### src/rtl/rv32i_mem_arbiter.sv
// rv32i_mem_arbiter
// Shares one OBI-style req/gnt/rvalid memory port between the instruction
// fetch requester and the load/store requester. The arbitration choice is
// frozen while a request waits on the memory side, so the address and
// payload stay stable until accepted. Every accepted request records its
// source in an in-order tracking FIFO, and each response is routed back to
// the requester that issued it with no added latency.

module rv32i_mem_arbiter #(
    parameter int unsigned MAX_OUTSTANDING = 2,  // 1..8
    parameter int unsigned STARVE_LIMIT    = 4   // 1..15
) (
    input  logic        clk_i,
    input  logic        rst_ni,

    // instruction fetch requester
    input  logic        instr_req_i,
    input  logic [31:0] instr_addr_i,
    output logic        instr_gnt_o,
    output logic        instr_rvalid_o,
    output logic [31:0] instr_rdata_o,

    // load/store requester
    input  logic        data_req_i,
    input  logic        data_we_i,
    input  logic [3:0]  data_be_i,
    input  logic [31:0] data_addr_i,
    input  logic [31:0] data_wdata_i,
    output logic        data_gnt_o,
    output logic        data_rvalid_o,
    output logic [31:0] data_rdata_o,

    // shared memory port
    output logic        mem_req_o,
    output logic        mem_we_o,
    output logic [3:0]  mem_be_o,
    output logic [31:0] mem_addr_o,
    output logic [31:0] mem_wdata_o,
    input  logic        mem_gnt_i,
    input  logic        mem_rvalid_i,
    input  logic [31:0] mem_rdata_i,

    // status
    output logic        busy_o,
    output logic        protocol_err_o
);

    localparam int unsigned PTR_W = (MAX_OUTSTANDING > 1) ? $clog2(MAX_OUTSTANDING) : 1;
    localparam int unsigned CNT_W = $clog2(MAX_OUTSTANDING + 1);
    localparam int unsigned STV_W = 4;

    localparam logic [CNT_W-1:0] CNT_MAX  = CNT_W'(MAX_OUTSTANDING);
    localparam logic [CNT_W-1:0] CNT_ZERO = {CNT_W{1'b0}};
    localparam logic [CNT_W-1:0] CNT_ONE  = CNT_W'(1);
    localparam logic [PTR_W-1:0] PTR_LAST = PTR_W'(MAX_OUTSTANDING - 1);
    localparam logic [PTR_W-1:0] PTR_ZERO = {PTR_W{1'b0}};
    localparam logic [PTR_W-1:0] PTR_ONE  = PTR_W'(1);
    localparam logic [STV_W-1:0] STV_MAX  = STV_W'(STARVE_LIMIT);
    localparam logic [STV_W-1:0] STV_ZERO = {STV_W{1'b0}};
    localparam logic [STV_W-1:0] STV_ONE  = STV_W'(1);

    // FIFO entry encoding: 1 = instruction fetch, 0 = load/store
    localparam logic SRC_INSTR = 1'b1;

    typedef enum logic [1:0] {
        ST_IDLE   = 2'd0,
        ST_LOCK_I = 2'd1,
        ST_LOCK_D = 2'd2
    } state_e;

    // Circular pointer advance, wrapping at the FIFO depth (depth need not
    // be a power of two).
    function automatic logic [PTR_W-1:0] ptr_inc(input logic [PTR_W-1:0] ptr);
        logic [PTR_W-1:0] nxt;
        if (ptr == PTR_LAST) begin
            nxt = PTR_ZERO;
        end else begin
            nxt = ptr + PTR_ONE;
        end
        return nxt;
    endfunction

    // ------------------------------------------------------------------
    // State
    // ------------------------------------------------------------------
    state_e                     r_state;
    state_e                     w_state_nxt;
    logic [STV_W-1:0]           r_starve;
    logic [STV_W-1:0]           w_starve_nxt;
    logic [MAX_OUTSTANDING-1:0] r_src;
    logic [PTR_W-1:0]           r_wptr;
    logic [PTR_W-1:0]           r_rptr;
    logic [CNT_W-1:0]           r_count;
    logic                       r_protocol_err;

    logic w_sel_instr;
    logic w_sel_req;
    logic w_full;
    logic w_empty;
    logic w_issue;
    logic w_grant;
    logic w_instr_gnt;
    logic w_data_gnt;
    logic w_head_instr;
    logic w_pop;
    logic w_stray;

    assign w_full  = (r_count == CNT_MAX);
    assign w_empty = (r_count == CNT_ZERO);

    // Source selection: live in IDLE, frozen while a request is pending.
    always_comb begin
        w_sel_instr = 1'b0;
        case (r_state)
            ST_LOCK_I: w_sel_instr = 1'b1;
            ST_LOCK_D: w_sel_instr = 1'b0;
            ST_IDLE: begin
                if (instr_req_i && data_req_i) begin
                    // data has priority unless fetch has waited long enough
                    w_sel_instr = (r_starve == STV_MAX);
                end else if (instr_req_i) begin
                    w_sel_instr = 1'b1;
                end else begin
                    w_sel_instr = 1'b0;
                end
            end
            default: w_sel_instr = 1'b0;
        endcase
    end

    // A full FIFO blocks issue outright, even when a pop happens this cycle.
    // Reset gating keeps every output at its reset value while rst_ni is low.
    assign w_sel_req   = w_sel_instr ? instr_req_i : data_req_i;
    assign w_issue     = rst_ni & w_sel_req & ~w_full;
    assign w_grant     = w_issue & mem_gnt_i;
    assign w_instr_gnt = w_grant & w_sel_instr;
    assign w_data_gnt  = w_grant & ~w_sel_instr;

    assign w_head_instr = (r_src[r_rptr] == SRC_INSTR);
    assign w_pop        = rst_ni & mem_rvalid_i & ~w_empty;
    assign w_stray      = mem_rvalid_i & w_empty;

    // Memory-side request and payload mux; payload reads zero when idle.
    always_comb begin
        mem_req_o   = w_issue;
        mem_we_o    = 1'b0;
        mem_be_o    = 4'h0;
        mem_addr_o  = 32'h0000_0000;
        mem_wdata_o = 32'h0000_0000;
        if (w_issue && w_sel_instr) begin
            mem_we_o    = 1'b0;
            mem_be_o    = 4'hF;
            mem_addr_o  = instr_addr_i;
            mem_wdata_o = 32'h0000_0000;
        end else if (w_issue) begin
            mem_we_o    = data_we_i;
            mem_be_o    = data_be_i;
            mem_addr_o  = data_addr_i;
            mem_wdata_o = data_wdata_i;
        end else begin
            mem_we_o    = 1'b0;
            mem_be_o    = 4'h0;
            mem_addr_o  = 32'h0000_0000;
            mem_wdata_o = 32'h0000_0000;
        end
    end

    // Requester-side grants and response routing; rdata reads zero when idle.
    always_comb begin
        instr_gnt_o    = w_instr_gnt;
        data_gnt_o     = w_data_gnt;
        instr_rvalid_o = w_pop & w_head_instr;
        data_rvalid_o  = w_pop & ~w_head_instr;
        instr_rdata_o  = 32'h0000_0000;
        data_rdata_o   = 32'h0000_0000;
        if (instr_rvalid_o) begin
            instr_rdata_o = mem_rdata_i;
        end else begin
            instr_rdata_o = 32'h0000_0000;
        end
        if (data_rvalid_o) begin
            data_rdata_o = mem_rdata_i;
        end else begin
            data_rdata_o = 32'h0000_0000;
        end
    end

    assign busy_o         = ~w_empty;
    assign protocol_err_o = r_protocol_err;

    // Next-state: lock onto the selected source when its request is not
    // accepted, release on the accepting cycle.
    always_comb begin
        w_state_nxt = r_state;
        case (r_state)
            ST_IDLE: begin
                if (w_issue && !mem_gnt_i) begin
                    w_state_nxt = w_sel_instr ? ST_LOCK_I : ST_LOCK_D;
                end else begin
                    w_state_nxt = ST_IDLE;
                end
            end
            ST_LOCK_I, ST_LOCK_D: begin
                if (w_grant) begin
                    w_state_nxt = ST_IDLE;
                end else begin
                    w_state_nxt = r_state;
                end
            end
            default: w_state_nxt = ST_IDLE;
        endcase
    end

    // Starvation counter: counts lost fetch cycles, saturating at the limit.
    always_comb begin
        w_starve_nxt = r_starve;
        if (!instr_req_i || w_instr_gnt) begin
            w_starve_nxt = STV_ZERO;
        end else if (r_starve != STV_MAX) begin
            w_starve_nxt = r_starve + STV_ONE;
        end else begin
            w_starve_nxt = r_starve;
        end
    end

    // Arbiter state and starvation counter registers.
    always_ff @(posedge clk_i or negedge rst_ni) begin
        if (!rst_ni) begin
            r_state  <= ST_IDLE;
            r_starve <= STV_ZERO;
        end else begin
            r_state  <= w_state_nxt;
            r_starve <= w_starve_nxt;
        end
    end

    // Source-tracking FIFO: push on grant, pop on response, both may coincide.
    always_ff @(posedge clk_i or negedge rst_ni) begin
        if (!rst_ni) begin
            r_src   <= {MAX_OUTSTANDING{1'b0}};
            r_wptr  <= PTR_ZERO;
            r_rptr  <= PTR_ZERO;
            r_count <= CNT_ZERO;
        end else begin
            if (w_grant) begin
                r_src[r_wptr] <= w_sel_instr;
                r_wptr        <= ptr_inc(r_wptr);
            end
            if (w_pop) begin
                r_rptr <= ptr_inc(r_rptr);
            end
            if (w_grant && !w_pop) begin
                r_count <= r_count + CNT_ONE;
            end else if (!w_grant && w_pop) begin
                r_count <= r_count - CNT_ONE;
            end
        end
    end

    // Sticky flag for a memory response that has no matching request.
    always_ff @(posedge clk_i or negedge rst_ni) begin
        if (!rst_ni) begin
            r_protocol_err <= 1'b0;
        end else if (w_stray) begin
            r_protocol_err <= 1'b1;
        end
    end

endmodule

### config.mk
export PLATFORM = sky130hd
export DESIGN_NAME = rv32i_mem_arbiter
export DESIGN_NICKNAME = d
export VERILOG_FILES = /design/src/rtl/rv32i_mem_arbiter.sv
export SDC_FILE = /design/constraint.sdc
export NUM_CORES = 1
export LEC_CHECK = 0
export BUFFER_PORTS_ARGS = -buffer_cell sky130_fd_sc_hd__buf_4
export CORE_AREA = 2 2 108 110
export CTS_BUF_LIST = sky130_fd_sc_hd__clkbuf_4 sky130_fd_sc_hd__clkbuf_8
export CTS_CLUSTER_SIZE = 16
export DETAILED_ROUTE_END_ITERATION = 8
export DIE_AREA = 0 0 110 112
export SKIP_LAST_GASP = 1
export SYNTH_ARGS = -nofsm -noshare
export SYNTH_HDL_FRONTEND = slang
export SYNTH_SLANG_ARGS = --single-unit
### constraint.sdc
create_clock -name clk_i -period 2.1 [get_ports clk_i]
set_clock_uncertainty 0.15 [all_clocks]
set_input_delay 0.42 -clock clk_i [delete_from_list [all_inputs] [get_ports clk_i]]
set_output_delay 0.42 -clock clk_i [all_outputs]
set_load 0.01 [all_outputs]
# ---- Word level (Yosys, flattened, before mapping)
# Cells that the tools add are included.
# Widths: inputs -> output; s select.
dict set report word_totals {
  ff_bits 13
  latchBits 0
  ram_bits 0
  rom_bits 0
  output_inout_bits 140
  wordCells 80
  n_memories 0
}
dict set report classes {
  add_sub_neg 5
  multipliers 0
  div_mod_pow 0
  magnitude_cmp 3
  eq_ne 6
  shifts 0
  n_mux 29
  bitwise 14
  reduce_logical 16
}
# operator n
set op_table {}
lappend op_table {{$mux 32} 6}
lappend op_table {{$mux 4} 4}
lappend op_table {{$and 1x1->1} 10}
lappend op_table {{$mux 1} 10}
lappend op_table {{$mux 2} 5}
lappend op_table {{$logic_and 1x1->1} 6}
lappend op_table {{$add 4x1->4 const B} 1}
lappend op_table {{$eq 2x2->1 const B} 2}
lappend op_table {{$eq 4x3->1 const B} 1}
lappend op_table {{$logic_not 1->1} 4}
lappend op_table {{$logic_not 2->1} 2}
lappend op_table {{$lt 1x2->1 const B} 2}
lappend op_table {{$ne 4x3->1 const B} 1}
lappend op_table {{$not 1->1} 4}
lappend op_table {{$pmux 2 s2} 1}
lappend op_table {{$reduce_bool 2->1} 2}
lappend op_table {{$add 1x1->1 const B} 2}
lappend op_table {{$add 2x1->2 const B} 1}
lappend op_table {{$bwmux 2} 1}
lappend op_table {{$eq 2x1->1 const B} 1}
lappend op_table {{$ne 2x2->1 const B} 1}
lappend op_table {{$pmux 1 s2} 1}
lappend op_table {{$reduce_or 2->1} 1}
lappend op_table {{$sub 2x1->2 const B} 1}
lappend op_table {{other kinds (3)} 3}

# ---- Depth between registers and ports, before layout
# Gate-level depths: netlist of run 1.
dict set report logic_depth {
  depth_word 11
  mapped_depth 9
  ltp_nobuf 9
}

# ---- Worst setup path after synthesis of run 1
# OpenSTA, ideal clock, no wires.
dict set report synth_timing {
  kind {register to output}
  startpoint {register r_starve[0]}
  endpoint {output mem_addr_o[18]}
  arrival_time_ns 1.728
  t_required_ns 1.530
  path_slack_ns -0.198
  path_stages_with_launch 10
  path_buffers 3
  path_cell_list {dfrtp_1 > inv_1 > ha_1 > and3b_1 > buf_2 > o21bai_1 > buf_4 > buf_4 > nand3_1 > a21oi_1}
}
dict set report synth_via {
  elab_chain_len 8
  word_cells_on_any_way 9
  cone_classes {eq/ne: 1; mux: 5; bitwise: 2; reduce/logical: 1}
}
# element line
set synth_lines {}
lappend synth_lines {{start: declaration} 88} ;# logic [STV_W-1:0] r_starve;
lappend synth_lines {{start signal: assignment} 233} ;# r_starve <= w_starve_nxt;
lappend synth_lines {{$eq 4x3->1 (*)} 120} ;# w_sel_instr = (r_starve == STV_MAX);
lappend synth_lines {{$mux 1 (*)} 118} ;# if (instr_req_i && data_req_i) begin
lappend synth_lines {{$pmux 1 s2 (*)} 114} ;# case (r_state)
lappend synth_lines {{$mux 1} 133} ;# assign w_sel_req = w_sel_instr ? instr_req_i : data_req_i;
lappend synth_lines {{$and 1x1->1 (2 in a row)} 134} ;# assign w_issue = rst_ni & w_sel_req & ~w_full;
lappend synth_lines {{$mux 32 or $logic_and 1x1->1 (tied branches)} {155, 150}}
lappend synth_lines {{$mux 32 (*)} 150} ;# if (w_issue && w_sel_instr) begin
lappend synth_lines {{end: declaration} 37} ;# output logic [31:0] mem_addr_o,
# Every way passes the cells marked *; elsewhere a longest branch is shown, timed or not.

# ---- Worst setup path after layout of run 1
dict set report layout_timing {
  startpoint {register r_state[0]}
  endpoint {output mem_we_o}
}
dict set report layout_via {
  elab_chain_len 7
  word_cells_on_any_way 9
  cone_classes {eq/ne: 1; mux: 4; bitwise: 2; reduce/logical: 2}
}
# element line
set layout_lines {}
lappend layout_lines {{start: declaration} 86} ;# state_e r_state;
lappend layout_lines {{start signal: assignment} 232} ;# r_state <= w_state_nxt;
lappend layout_lines {{$eq 2x1->1 or $logic_not 2->1 (tied branches)} 114}
lappend layout_lines {{$pmux 1 s2 (*)} 114}
lappend layout_lines {{$mux 1} 133}
lappend layout_lines {{$and 1x1->1 (2 in a row)} 134}
lappend layout_lines {{$mux 1 or $logic_and 1x1->1 (tied branches)} {155, 150}}
lappend layout_lines {{$mux 1 (*)} 150}
lappend layout_lines {{end: declaration} 35} ;# output logic mem_we_o,
# Marks and branches as above.

==> impl_summary.txt, run 1 <==
----------------------------------------------------
[Clock network]
  Inserted Clock Buffers ... 3
  Clock-pin slew reported for the worst setup and hold paths after clock tree synthesis ... about 60 ps
  Sinks on the clock net ... 13
  H-tree depth ... 1
  Number of buffers between clock root and the deepest sink ... 2
  Worst-skew pair later-pin latency ... approximately 240 ps
  Clock tree from TritonCTS ... built
  Buffer type at the clock tree root ... sky130_fd_sc_hd__clkbuf_8

[Detailed routing]
  Number of design rule violations left after detail routing ... 0
  Detailed-route wire length per cell ... ~15 um
  Vias post-DR ... ~3500
  Vias per Instance ... 4.421
  Final WL ... 11900 um
  1st-iter DRT viols ... 76
  Remaining antenna violation count ... 0
  Length of the first detailed-routing pass in iterations ... 4

[Synthesis]
  Post-synthesis area per instance ... about 6.6 um^2
  Primary flip-flop cell chosen by synthesis mapping ... sky130_fd_sc_hd__dfrtp_1
  Number of nets produced by synthesis ... around 450
  Total of warnings raised by yosys ... 0
  Unique cell type count in the Yosys netlist ... 33
  Area fraction of the dominant cell type after synthesis ... 30.80%
  Top cell types by occurrence after synthesis ... sky130_fd_sc_hd__and2_1 (98), sky130_fd_sc_hd__a21oi_1 (40), sky130_fd_sc_hd__nand2_1 (38)
  Post-synth top area cell ... sky130_fd_sc_hd__and2_1
  Leading cell type by number of instances after synthesis ... sky130_fd_sc_hd__and2_1
  Number of standard cells after synthesis ... slightly above 300
  Post-synth EDFFs ... 0
  Number of register bits inferred by synthesis ... 13
  Synthesized cell area ... between 0.0015 and 0.002 mm^2
  Sequential-to-total area share from yosys stat ... ~16%
  Area contributors post-synth ... sky130_fd_sc_hd__and2_1 (31%), sky130_fd_sc_hd__dfrtp_1 (16%), sky130_fd_sc_hd__a21oi_1 (10%), sky130_fd_sc_hd__nand3_1 (8.8%), sky130_fd_sc_hd__nand2_1 (7.2%)
  Share of async-settable or async-resettable flops after synthesis ... 100.0%

[STA]
  Final count of negative-setup-slack endpoints ... roughly 140
  Final total negative setup slack ... -36970 ps
  Number of max-slew violations in the final report ... 0
  Tightest Pin Transition ... 511.4 ps
  Final-report hold violation count ... 0
  RSZ-0062 raised after global routing ... true
  Final critical-path setup slack ... -452.3 ps
  Min cycle time layout ... 2552 ps
  Relative max-transition margin ... between 60% and 70%
  Tcrit/Tclk final ... 121.5%
  Max Fclk ... between 300 and 400 MHz

[Power]
  Leakage power of the design ... 0.002975 uW
  IR drop worst, VDD ... 338.4 uV
  Power density of the placed cells ... between 700 and 800 mW/mm^2
  Power consumption ... 4274 uW

[Setup path]
  Arrival time at the worst endpoint ... ~2000 ps
  Maximum fanout encountered on the critical timing path ... 34
  CP Class ... register to primary output
  CP top delay family ... simple AND/OR/NAND/NOR gates
  Critical-path cell list ... ha_4 -> or2b_1 -> nand3_2 -> a311oi_4 -> buf_12 -> and2_1 -> buf_4
  Type of element launching the critical path ... register
  Cell at the slowest stage of the critical path ... sky130_fd_sc_hd__dfrtp_1
  Worst path bufs/invs ... 2
  Largest stage delay, worst path ... between 400 and 500 ps
  Type of element capturing the critical path ... primary output
  Required time of the worst setup path ... around 1500 ps

[Worst hold path]
  Class of the tightest hold or removal check ... input port to asynchronous set/reset pin

[Global route]
  Global-route wire length before repair ... about 15000 um
  Number of antenna violations at the first check in global routing ... 0
  Via count of the first global-routing pass ... around 3200
  Total track usage ... between 10% and 20%
  Pin count of the biggest net entering global routing ... 37
  Total overflow reported by the global router ... 0

[Cells and area]
  Antenna diode count ... 0
  Seq. cell area ... about 330 um^2
  Layout Cells excl Fill ... 784
  Area added between synthesis and finish ... 200.8%
  Final nets ... between 700 and 800
  Filler instances ... around 970
  Fin area ... 0.005987 mm^2
  Area occupied by multi-input gates ... roughly 0.0021 mm^2
  Layout cell share with drive strength beyond 1 ... just over 80%

[Floorplanning]
  Y dimension of the die ... about 110 um
  DIE AREA ... roughly 0.012 mm^2
  Core box area ... 0.01117 mm^2
  I/O Pins ... 279
  X dimension of the die ... about 110 um
  Floorplan row count ... 39
  Initial cell density of the core ... approximately 18%

[Status]
  Violated checks ... setup timing
  Result of the run ... finished, violations left

[Placement]
  Total cell area at the placement stage ... around 0.0047 mm^2
  Worst setup timing slack at the placement stage ... -219.3 ps
  Routability Congestion ... ~0.80
  Cell Count Post-Placement ... about 730
  Input/output buffers ... roughly 280
  Detailed placement HPWL ... 7968 um

[Job]
  Number of max-capacitance violations reported ... 0

----------------------------------------------------
-- cells by family after synthesis --
family,count (synthesis),synth area share (%)
muxes,4,2.137
and+or+nand+nor,196,53.80
adders and majority gates,5,3.143
xor gates and xnor gates,6,2.640
DFF,13,16.34
AOI/OAI and AO/OA,48,13.83
buffers and inverters,31,8.108
-- final cells by class --
cell class	count	area share (%)
tap	143	2.989
timing repair buffer	360	55.24
sequential	13	5.455
clock buffer	4	0.8150
inverter	5	0.3135
multi-input combinational	259	35.19
-- routing by layer --
layer	wire, um	track usage, %	share of wire (%)	vias to the layer above
li1	-	-	-	1670
met1	4395	16.57	37	1618
met2	6433	30.76	54	170
met3	992	2.283	8.3	8
met4	78	2.447	0.66	0
met5	0	0	0	-
-- worst paths after layout --
check	endpoint	start	depth (start not counted)	slack [ps]
worst max-delay path	mem_we_o	r_state[0]	7	-450
worst min-delay path	protocol_err_o	rst_ni	2	50
worst max register to register	r_count[1]	r_state[1]	9	60
worst min register to register	protocol_err_o	protocol_err_o	1	330
max in group asynchronous	r_count[1]	rst_ni	3	1090
min in group clk_i	protocol_err_o	mem_rvalid_i	2	260
-- report_power, final --
| part | switching (uW) | internal (uW) |
|---|---|---|
| Sequential | 66.4 | 336 |
| Combinational | 1500 | 2140 |
| Clock | 89.2 | 147 |
| Total | 1650 | 2620 |
-- worst reg2reg max path: cells and delay by family (launching register included) --
kind	cells	cell delay (ps)
and+or+nand+nor	2	260
adders and majority gates	2	480
buffers and inverters	3	340
AOI/OAI and AO/OA	1	200
xor gates and xnor gates	1	170
DFF	1	360
-- through the flow --
step	utilization [%]	hold slack (ps)
after floorplan	-	-25.59
after global placement	42.31	77.26
after detailed placement	42.31	76.13
after CTS	47.70	254.6
after global routing	53.58	63.89
final	53.58	50.67
-- placed cells by master, fill, tap and decap left out, drive strengths merged, types with 2 or more instances in the layout --
cell type	instances
and2	98
inv	5
nand3	36
nor3b	2
mux2	2
nor2	10
nor3	3
buf	350
clkbuf	12
a21oi	40
dfrtp	13
mux2i	2
nand2b	3
nand3b	2
xnor2	3
ha	5
xor2	3
nand2	38
o21ai	2
-- state kept, by name (all words and copies together) (netlist names) --
name            count
protocol_err_o      1
r_count             2
r_rptr              1
r_src               2
r_starve            4
r_state             2
r_wptr              1
-- repair_timing --
action	CTS	global route
gates resized for setup	77	90
cloned	6	11
buffers inserted	19	13
pin swaps	31	54
hold buffers	2	0
endpoints found under the hold margin	5	0
endpoints found under the setup margin	139	143
Power figures use the tool's default switching activity.
==> inputs of run 2 (changes only) <==
--- a/config.mk
+++ b/config.mk
@@ -11,6 +11,7 @@
 export CTS_CLUSTER_SIZE = 16
 export DETAILED_ROUTE_END_ITERATION = 8
 export DIE_AREA = 0 0 110 112
+export PLACE_DENSITY = 0.52
 export SKIP_LAST_GASP = 1
 export SYNTH_ARGS = -nofsm -noshare
 export SYNTH_HDL_FRONTEND = slang
==> run 2 against run 1 <==
- the run ends with hold timing, setup timing left
- power is 0.44% lower
- sequential power barely moved
- sequential share of layout area decreased by 0.13 points
- critical endpoint is now mem_wdata_o[11]
- flip-flop and latch count stayed put
- register-to-register slack barely moved
- global-route usage increased by 1.7 points
- non-clock buffer count down 7
- critical path type unchanged
- clock power decreased by 3%
==> impl_summary.txt, run 2 (synthesis results as in run 1) <==
----------------------------------------------------
[Floorplanning]
  Floorplan row count ... 39 (unchanged)
  Y dimension of the die ... 112 um (unchanged)
  Core box area ... 0.01117 mm^2 (unchanged)
  Initial cell density of the core ... 17.81% (unchanged)
  DIE AREA ... 0.01232 mm^2 (unchanged)
  X dimension of the die ... 110 um (unchanged)
  I/O Pins ... 279 (unchanged)

[Global route]
  GRT met2 Usage ... 33.50% (+2.7 points)
  Number of antenna violations at the first check in global routing ... 0 (unchanged)
  Most heavily used metal layer in global routing ... met2
  Met3 track utilization from global routing ... 2.752% (+0.47 points)
  Fraction of met1 tracks used by global routing ... 18.54% (+2.0 points)
  Via count of the first global-routing pass ... 3340 (+3.6%)
  Global-route wire length before repair ... 16770 um (+9.5%)
  Total overflow reported by the global router ... 0 (unchanged)
  Pin count of the biggest net entering global routing ... 32 (-14%)
  Total track usage ... 17.02% (+1.7 points)

[Clock network]
  H-tree depth ... 1 (unchanged)
  Clock-pin slew reported for the worst setup and hold paths after clock tree synthesis ... 50 ps (about the same)
  Number of buffers between clock root and the deepest sink ... 2 (unchanged)
  Inserted Clock Buffers ... 3 (unchanged)
  Clock tree from TritonCTS ... built
  Buffer type at the clock tree root ... sky130_fd_sc_hd__clkbuf_8
  Sinks on the clock net ... 13 (unchanged)
  Worst-skew pair later-pin latency ... 240 ps (about the same)

[Cells and area]
  Most flops, register ... r_starve
  Filler instances ... 1018 (+4.6%)
  Layout cell share with drive strength beyond 1 ... 82.81% (+0.59 points)
  Area added between synthesis and finish ... 206.9%
  Antenna diode count ... 0 (unchanged)
  Layout Cells excl Fill ... 777 (-0.89%)
  Flip-flop count of the largest register after layout ... 4 (unchanged)
  Most frequent cells in the layout ... sky130_fd_sc_hd__buf_4 (222), sky130_fd_sc_hd__buf_6 (105), sky130_fd_sc_hd__and2_4 (94)
  Final nets ... 779 (-0.89%)
  Most common library cell in the layout ignoring fill and taps ... sky130_fd_sc_hd__buf_4
  Fin area ... 0.006108 mm^2 (+2.0%)

[Placement]
  Input/output buffers ... 278 (unchanged)
  Cell Count Post-Placement ... 732 (-0.27%)
  Worst setup timing slack at the placement stage ... -225.8 ps (-6.504 ps)
  Detailed placement HPWL ... 8296 um (+4.1%)
  Total cell area at the placement stage ... 0.004738 mm^2 (+0.21%)
  Routability Congestion ... 0.7879 (-1.6%)

[Detailed routing]
  Vias per Instance ... 4.404 (-0.38%)
  1st-iter DRT viols ... 91 (+20%)
  Final WL ... 12410 um (+4.3%)
  Remaining antenna violation count ... 0 (unchanged)
  Number of design rule violations left after detail routing ... 0 (unchanged)
  Length of the first detailed-routing pass in iterations ... 4 (unchanged)
  Detailed-route wire length per cell ... 15.98 um (+5.3%)
  Vias post-DR ... 3422 (-1.3%)

[STA]
  RSZ-0062 raised after global routing ... true
  Tightest Pin Transition ... 398.5 ps (-112.8 ps)
  Final count of negative-setup-slack endpoints ... 122 (-12%)
  Relative max-transition margin ... 73.43% (+7.5 points)
  Final critical-path setup slack ... -447.8 ps (+4.529 ps)
  Max Fclk ... 392.5 MHz (+0.18%)
  Min cycle time layout ... 2548 ps (-4.529 ps)
  Post-route worst hold slack ... -1.317 ps (-51.99 ps)
  Final-report hold violation count ... 3 (+3)
  Number of max-slew violations in the final report ... 0 (unchanged)
  Tcrit/Tclk final ... 121.3% (-0.22 points)

[Power]
  Relative contribution of combinational cells to total power ... 85.2% (about the same)
  Reported net switching power ... 1638 uW (-0.78%)
  Power density of the placed cells ... 696.6 mW/mm^2 (-2.4%)
  Power consumption ... 4255 uW (-0.44%)
  Leakage power of the design ... 0.002977 uW (about the same)
  Portion of total power attributed to the clock network ... 5.4% (about the same)
  Switching portion of total power ... 38.49% (-0.14 points)
  Fraction of power consumed by sequential logic ... 9.5% (about the same)
  IR drop worst, VDD ... 349.6 uV (+3.3%)
  Internal power ... 2618 uW (-0.22%)

[Setup path]
  Type of element launching the critical path ... register
  CP Class ... register to primary output
  Maximum fanout encountered on the critical timing path ... 8 (-76%)
  Slack of the worst reg-to-reg path ... 50 ps (about the same)
  Type of element capturing the critical path ... primary output
  Required time of the worst setup path ... 1530 ps (about the same)
  Arrival time at the worst endpoint ... 1980 ps (about the same)

[Status]
  Result of the run ... finished, violations left
  Violated checks ... hold timing, setup timing

[Job]
  Number of max-capacitance violations reported ... 0 (unchanged)

[Worst hold path]
  Class of the tightest hold or removal check ... input port to asynchronous set/reset pin

----------------------------------------------------
[run 2: area by class of cell]
class / count / area (um^2) / area share [%]
clock buffer: 4 / 48.80 / 0.7989
inverter: 5 / 18.77 / 0.3073
multi-input combinational: 259 / 2105 / 34.45
sequential: 13 / 325.3 / 5.326
tap: 143 / 178.9 / 2.929
timing repair buffer: 353 / 3432 / 56.19
[run 2: what timing repair did]
action                                  4_1_cts  5_1_grt
resized for setup                            71      149
endpoints found under the hold margin         4        0
setup buffers                                13       15
cloned                                        9        9
pin swaps                                    18       69
endpoints found under the setup margin      138      138
hold buffers                                  1        0
[run 2: worst paths after layout]
path	startpoint	endpoint	cells after the start
max in group asynchronous	rst_ni	r_starve[2]	3
worst max-delay path	r_starve[0]	mem_wdata_o[11]	9
worst min register to register	protocol_err_o	protocol_err_o	1
min in group clk_i	mem_rvalid_i	protocol_err_o	2
worst max register to register	r_state[0]	r_count[1]	10
worst min-delay path	rst_ni	r_count[1]	2
[run 2: critical path: stages (launching register included)]
cell and delay [ps]:
sky130_fd_sc_hd__dfrtp_1 370, sky130_fd_sc_hd__inv_2 60, sky130_fd_sc_hd__ha_4 150, sky130_fd_sc_hd__and3b_2 230
sky130_fd_sc_hd__buf_6 130, sky130_fd_sc_hd__a311oi_4 240, sky130_fd_sc_hd__buf_6 180, sky130_fd_sc_hd__clkbuf_16 150
sky130_fd_sc_hd__and2_4 130, sky130_fd_sc_hd__buf_6 90
[run 2: power by group through the flow]
stage / sequential (uW) / clock [uW] / combinational, uW
after floorplan: 392 / 0 / 1270
after global placement: 389 / 0 / 2440
after detailed placement: 394 / 0 / 2450
after CTS: 403 / 239 / 3010
after global routing: 417 / 252 / 3860
final: 403 / 229 / 3620
[run 2: metal layers]
metal  share of wire, %  wire length (um)
met5                  0                 0
met4               0.81               101
met3                8.2              1018
met2                 56              6940
met1                 35              4354
[run 2: metrics by stage]
step | hold WS (ps) | setup TNS (ps) | util [%]
3_5_place_dp | 216.4 | -12040 | 42.40
5_1_grt | 4.725 | -45370 | 54.66
6_report | -1.317 | -33990 | 54.66
2_1_floorplan | -25.59 | -1941 | -
4_1_cts | 5.709 | -36430 | 48.02
3_3_place_gp | 213.4 | -10610 | 42.40
==> inputs of run 3 (changes only) <==
--- a/config.mk
+++ b/config.mk
@@ -12,6 +12,7 @@
 export DETAILED_ROUTE_END_ITERATION = 8
 export DIE_AREA = 0 0 110 112
 export PLACE_DENSITY = 0.52
+export RECOVER_POWER = 25
 export SKIP_LAST_GASP = 1
 export SYNTH_ARGS = -nofsm -noshare
 export SYNTH_HDL_FRONTEND = slang
==> run 3 against run 2 <==
- the run ends with setup timing left
- global-route usage unchanged
- sequential power about the same
- setup slack about the same
- cell count unchanged
- utilization about the same
- final area about the same
- count of clock-buffer cells in the layout unchanged
- via count about the same
- hold slack better by 120 ps
- routed wire length about the same
- combinational power about the same
- clock power about the same
- critical path type unchanged
==> impl_summary.txt, run 3 (synthesis results as in run 1) <==
----------------------------------------------------
[Cells and area]
  Area added between synthesis and finish ... 206.7% (about the same)
  Layout Cells excl Fill ... 777 (unchanged)
  Antenna diode count ... 0 (unchanged)
  Filler instances ... 1018 (unchanged)
  Flip-flop count of the largest register after layout ... 4 (unchanged)
  Most common library cell in the layout ignoring fill and taps ... sky130_fd_sc_hd__buf_4
  Seq. cell area ... 325.3 um^2 (unchanged)
  Final nets ... 779 (unchanged)
  Fin area ... 0.006105 mm^2 (about the same)
  Area occupied by multi-input gates ... 0.002105 mm^2 (unchanged)
  Most frequent cells in the layout ... sky130_fd_sc_hd__buf_4 (221), sky130_fd_sc_hd__buf_6 (105), sky130_fd_sc_hd__and2_4 (94)
  Layout cell share with drive strength beyond 1 ... 82.65% (-0.16 points)
  Most flops, register ... r_starve

[Global route]
  Number of antenna violations at the first check in global routing ... 0 (unchanged)
  Total track usage ... 17.02% (unchanged)
  Total overflow reported by the global router ... 0 (unchanged)
  Pin count of the biggest net entering global routing ... 32 (unchanged)
  Via count of the first global-routing pass ... 3340 (unchanged)
  Global-route wire length before repair ... 16770 um (unchanged)

[Power]
  IR drop worst, VDD ... 349.6 uV (about the same)
  Leakage power of the design ... 0.002974 uW (-0.12%)
  Power density of the placed cells ... 696.8 mW/mm^2 (about the same)
  Power consumption ... 4254 uW (about the same)

[STA]
  Tcrit/Tclk final ... 121.3% (about the same)
  Final critical-path setup slack ... -447.5 ps (+0.2900 ps)
  Number of max-slew violations in the final report ... 0 (unchanged)
  Final count of negative-setup-slack endpoints ... 122 (unchanged)
  Min cycle time layout ... 2547 ps (-0.2900 ps)
  RSZ-0062 raised after global routing ... true
  Final-report hold violation count ... 0 (-3)
  Post-route worst hold slack ... 116.3 ps (+117.7 ps)
  Relative max-transition margin ... 66.73% (-6.7 points)
  Tightest Pin Transition ... 499.1 ps (+100.6 ps)
  Max Fclk ... 392.5 MHz (about the same)

[Clock network]
  H-tree depth ... 1 (unchanged)
  Sinks on the clock net ... 13 (unchanged)
  Buffer type at the clock tree root ... sky130_fd_sc_hd__clkbuf_8
  Clock-pin slew reported for the worst setup and hold paths after clock tree synthesis ... 50 ps (about the same)
  Clock tree from TritonCTS ... built
  Worst-skew pair later-pin latency ... 240 ps (about the same)
  Number of buffers between clock root and the deepest sink ... 2 (unchanged)
  Inserted Clock Buffers ... 3 (unchanged)

[Status]
  Result of the run ... finished, violations left
  Violated checks ... setup timing

[Detailed routing]
  Vias per Instance ... 4.408 (about the same)
  Vias post-DR ... 3425 (+0.088%)
  1st-iter DRT viols ... 89 (-2.2%)
  Final WL ... 12410 um (about the same)
  Number of design rule violations left after detail routing ... 0 (unchanged)
  Remaining antenna violation count ... 0 (unchanged)
  Length of the first detailed-routing pass in iterations ... 4 (unchanged)
  Detailed-route wire length per cell ... 15.97 um (about the same)

[Setup path]
  Arrival time at the worst endpoint ... 1980 ps (about the same)
  Required time of the worst setup path ... 1530 ps (about the same)
  R2r endpoint ... r_count[1]
  Worst r2r path cells ... 10 (unchanged)
  Crit Reg-Reg Startpoint ... r_state[0]
  Crit path to ... mem_wdata_o[11]
  Maximum fanout encountered on the critical timing path ... 8 (unchanged)
  Type of element launching the critical path ... register
  Slack of the worst reg-to-reg path ... 50 ps (about the same)
  CP Class ... register to primary output
  Launching element of the worst setup path ... r_starve[0]
  Type of element capturing the critical path ... primary output

[Floorplanning]
  DIE AREA ... 0.01232 mm^2 (unchanged)
  X dimension of the die ... 110 um (unchanged)
  Y dimension of the die ... 112 um (unchanged)
  Initial cell density of the core ... 17.81% (unchanged)
  I/O Pins ... 279 (unchanged)
  Floorplan row count ... 39 (unchanged)
  Core box area ... 0.01117 mm^2 (unchanged)

[Placement]
  Total cell area at the placement stage ... 0.004738 mm^2 (unchanged)
  Input/output buffers ... 278 (unchanged)
  Routability Congestion ... 0.7879 (unchanged)
  Detailed placement HPWL ... 8296 um (unchanged)
  Worst setup timing slack at the placement stage ... -225.8 ps (unchanged)
  Cell Count Post-Placement ... 732 (unchanged)

[Worst hold path]
  Class of the tightest hold or removal check ... input port to asynchronous set/reset pin

[Job]
  Number of max-capacitance violations reported ... 0 (unchanged)

----------------------------------------------------
## run 3: cell count changes in the layout (fill, tap and decap cells not counted), sizes merged
cell / before / now
buf: 343 / 342
clkbuf: 12 / 13
## run 3: through the flow
stage | TNS, ps | util [%]
global placement | -10610 | 42.40
detailed placement | -12040 | 42.40
global route | -45370 | 54.63
CTS | -36430 | 48.02
floorplan | -1941 | -
finish | -33800 | 54.63
## run 3: final cells by class
| cell class | count | share of cell area (%) |
|---|---|---|
| timing repair buffer | 353 | 56.16 |
| multi-input combinational | 259 | 34.47 |
| sequential | 13 | 5.329 |
| tap | 143 | 2.931 |
| clock buffer | 4 | 0.7993 |
| inverter | 5 | 0.3074 |
## run 3: worst min-delay path by stage
stage,to,cells past startpoint,startpoint
2_1_floorplan,protocol_err_o,0,rst_ni
4_1_cts,r_count[0],2,rst_ni
5_1_grt,r_count[0],2,rst_ni
3_5_place_dp,r_starve[3],2,rst_ni
3_3_place_gp,r_starve[2],2,rst_ni
6_report,r_count[1],2,rst_ni
## run 3: worst max-delay path: stages, from the launching register on
cell and delay [ps]:
sky130_fd_sc_hd__dfrtp_1 370, sky130_fd_sc_hd__inv_2 60, sky130_fd_sc_hd__ha_4 150, sky130_fd_sc_hd__and3b_2 230, sky130_fd_sc_hd__buf_6 130, sky130_fd_sc_hd__a311oi_4 240
sky130_fd_sc_hd__buf_6 180, sky130_fd_sc_hd__clkbuf_16 150, sky130_fd_sc_hd__and2_4 130, sky130_fd_sc_hd__buf_6 90
## run 3: report_power, final
| part | total (uW) | switching [uW] | internal [uW] |
|---|---|---|---|
| combinational | 3620 | 1490 | 2140 |
| sequential | 403 | 68.8 | 334 |
| clock | 229 | 82.1 | 146 |
## run 3: per-layer routing
metal | track usage [%] | wire, um
met1 | 18.54 | 4353
met2 | 33.50 | 6939
met3 | 2.752 | 1018
met4 | 3.376 | 101
met5 | 0 | 0
## run 3: repair_timing
action                     CTS  global route
setup endpoints to repair  138           138
pin swaps                   18            69
cloned                       9             9
hold endpoints to repair     4             0
setup buffers               13            15
resized for setup           71           149
hold buffers                 1             0
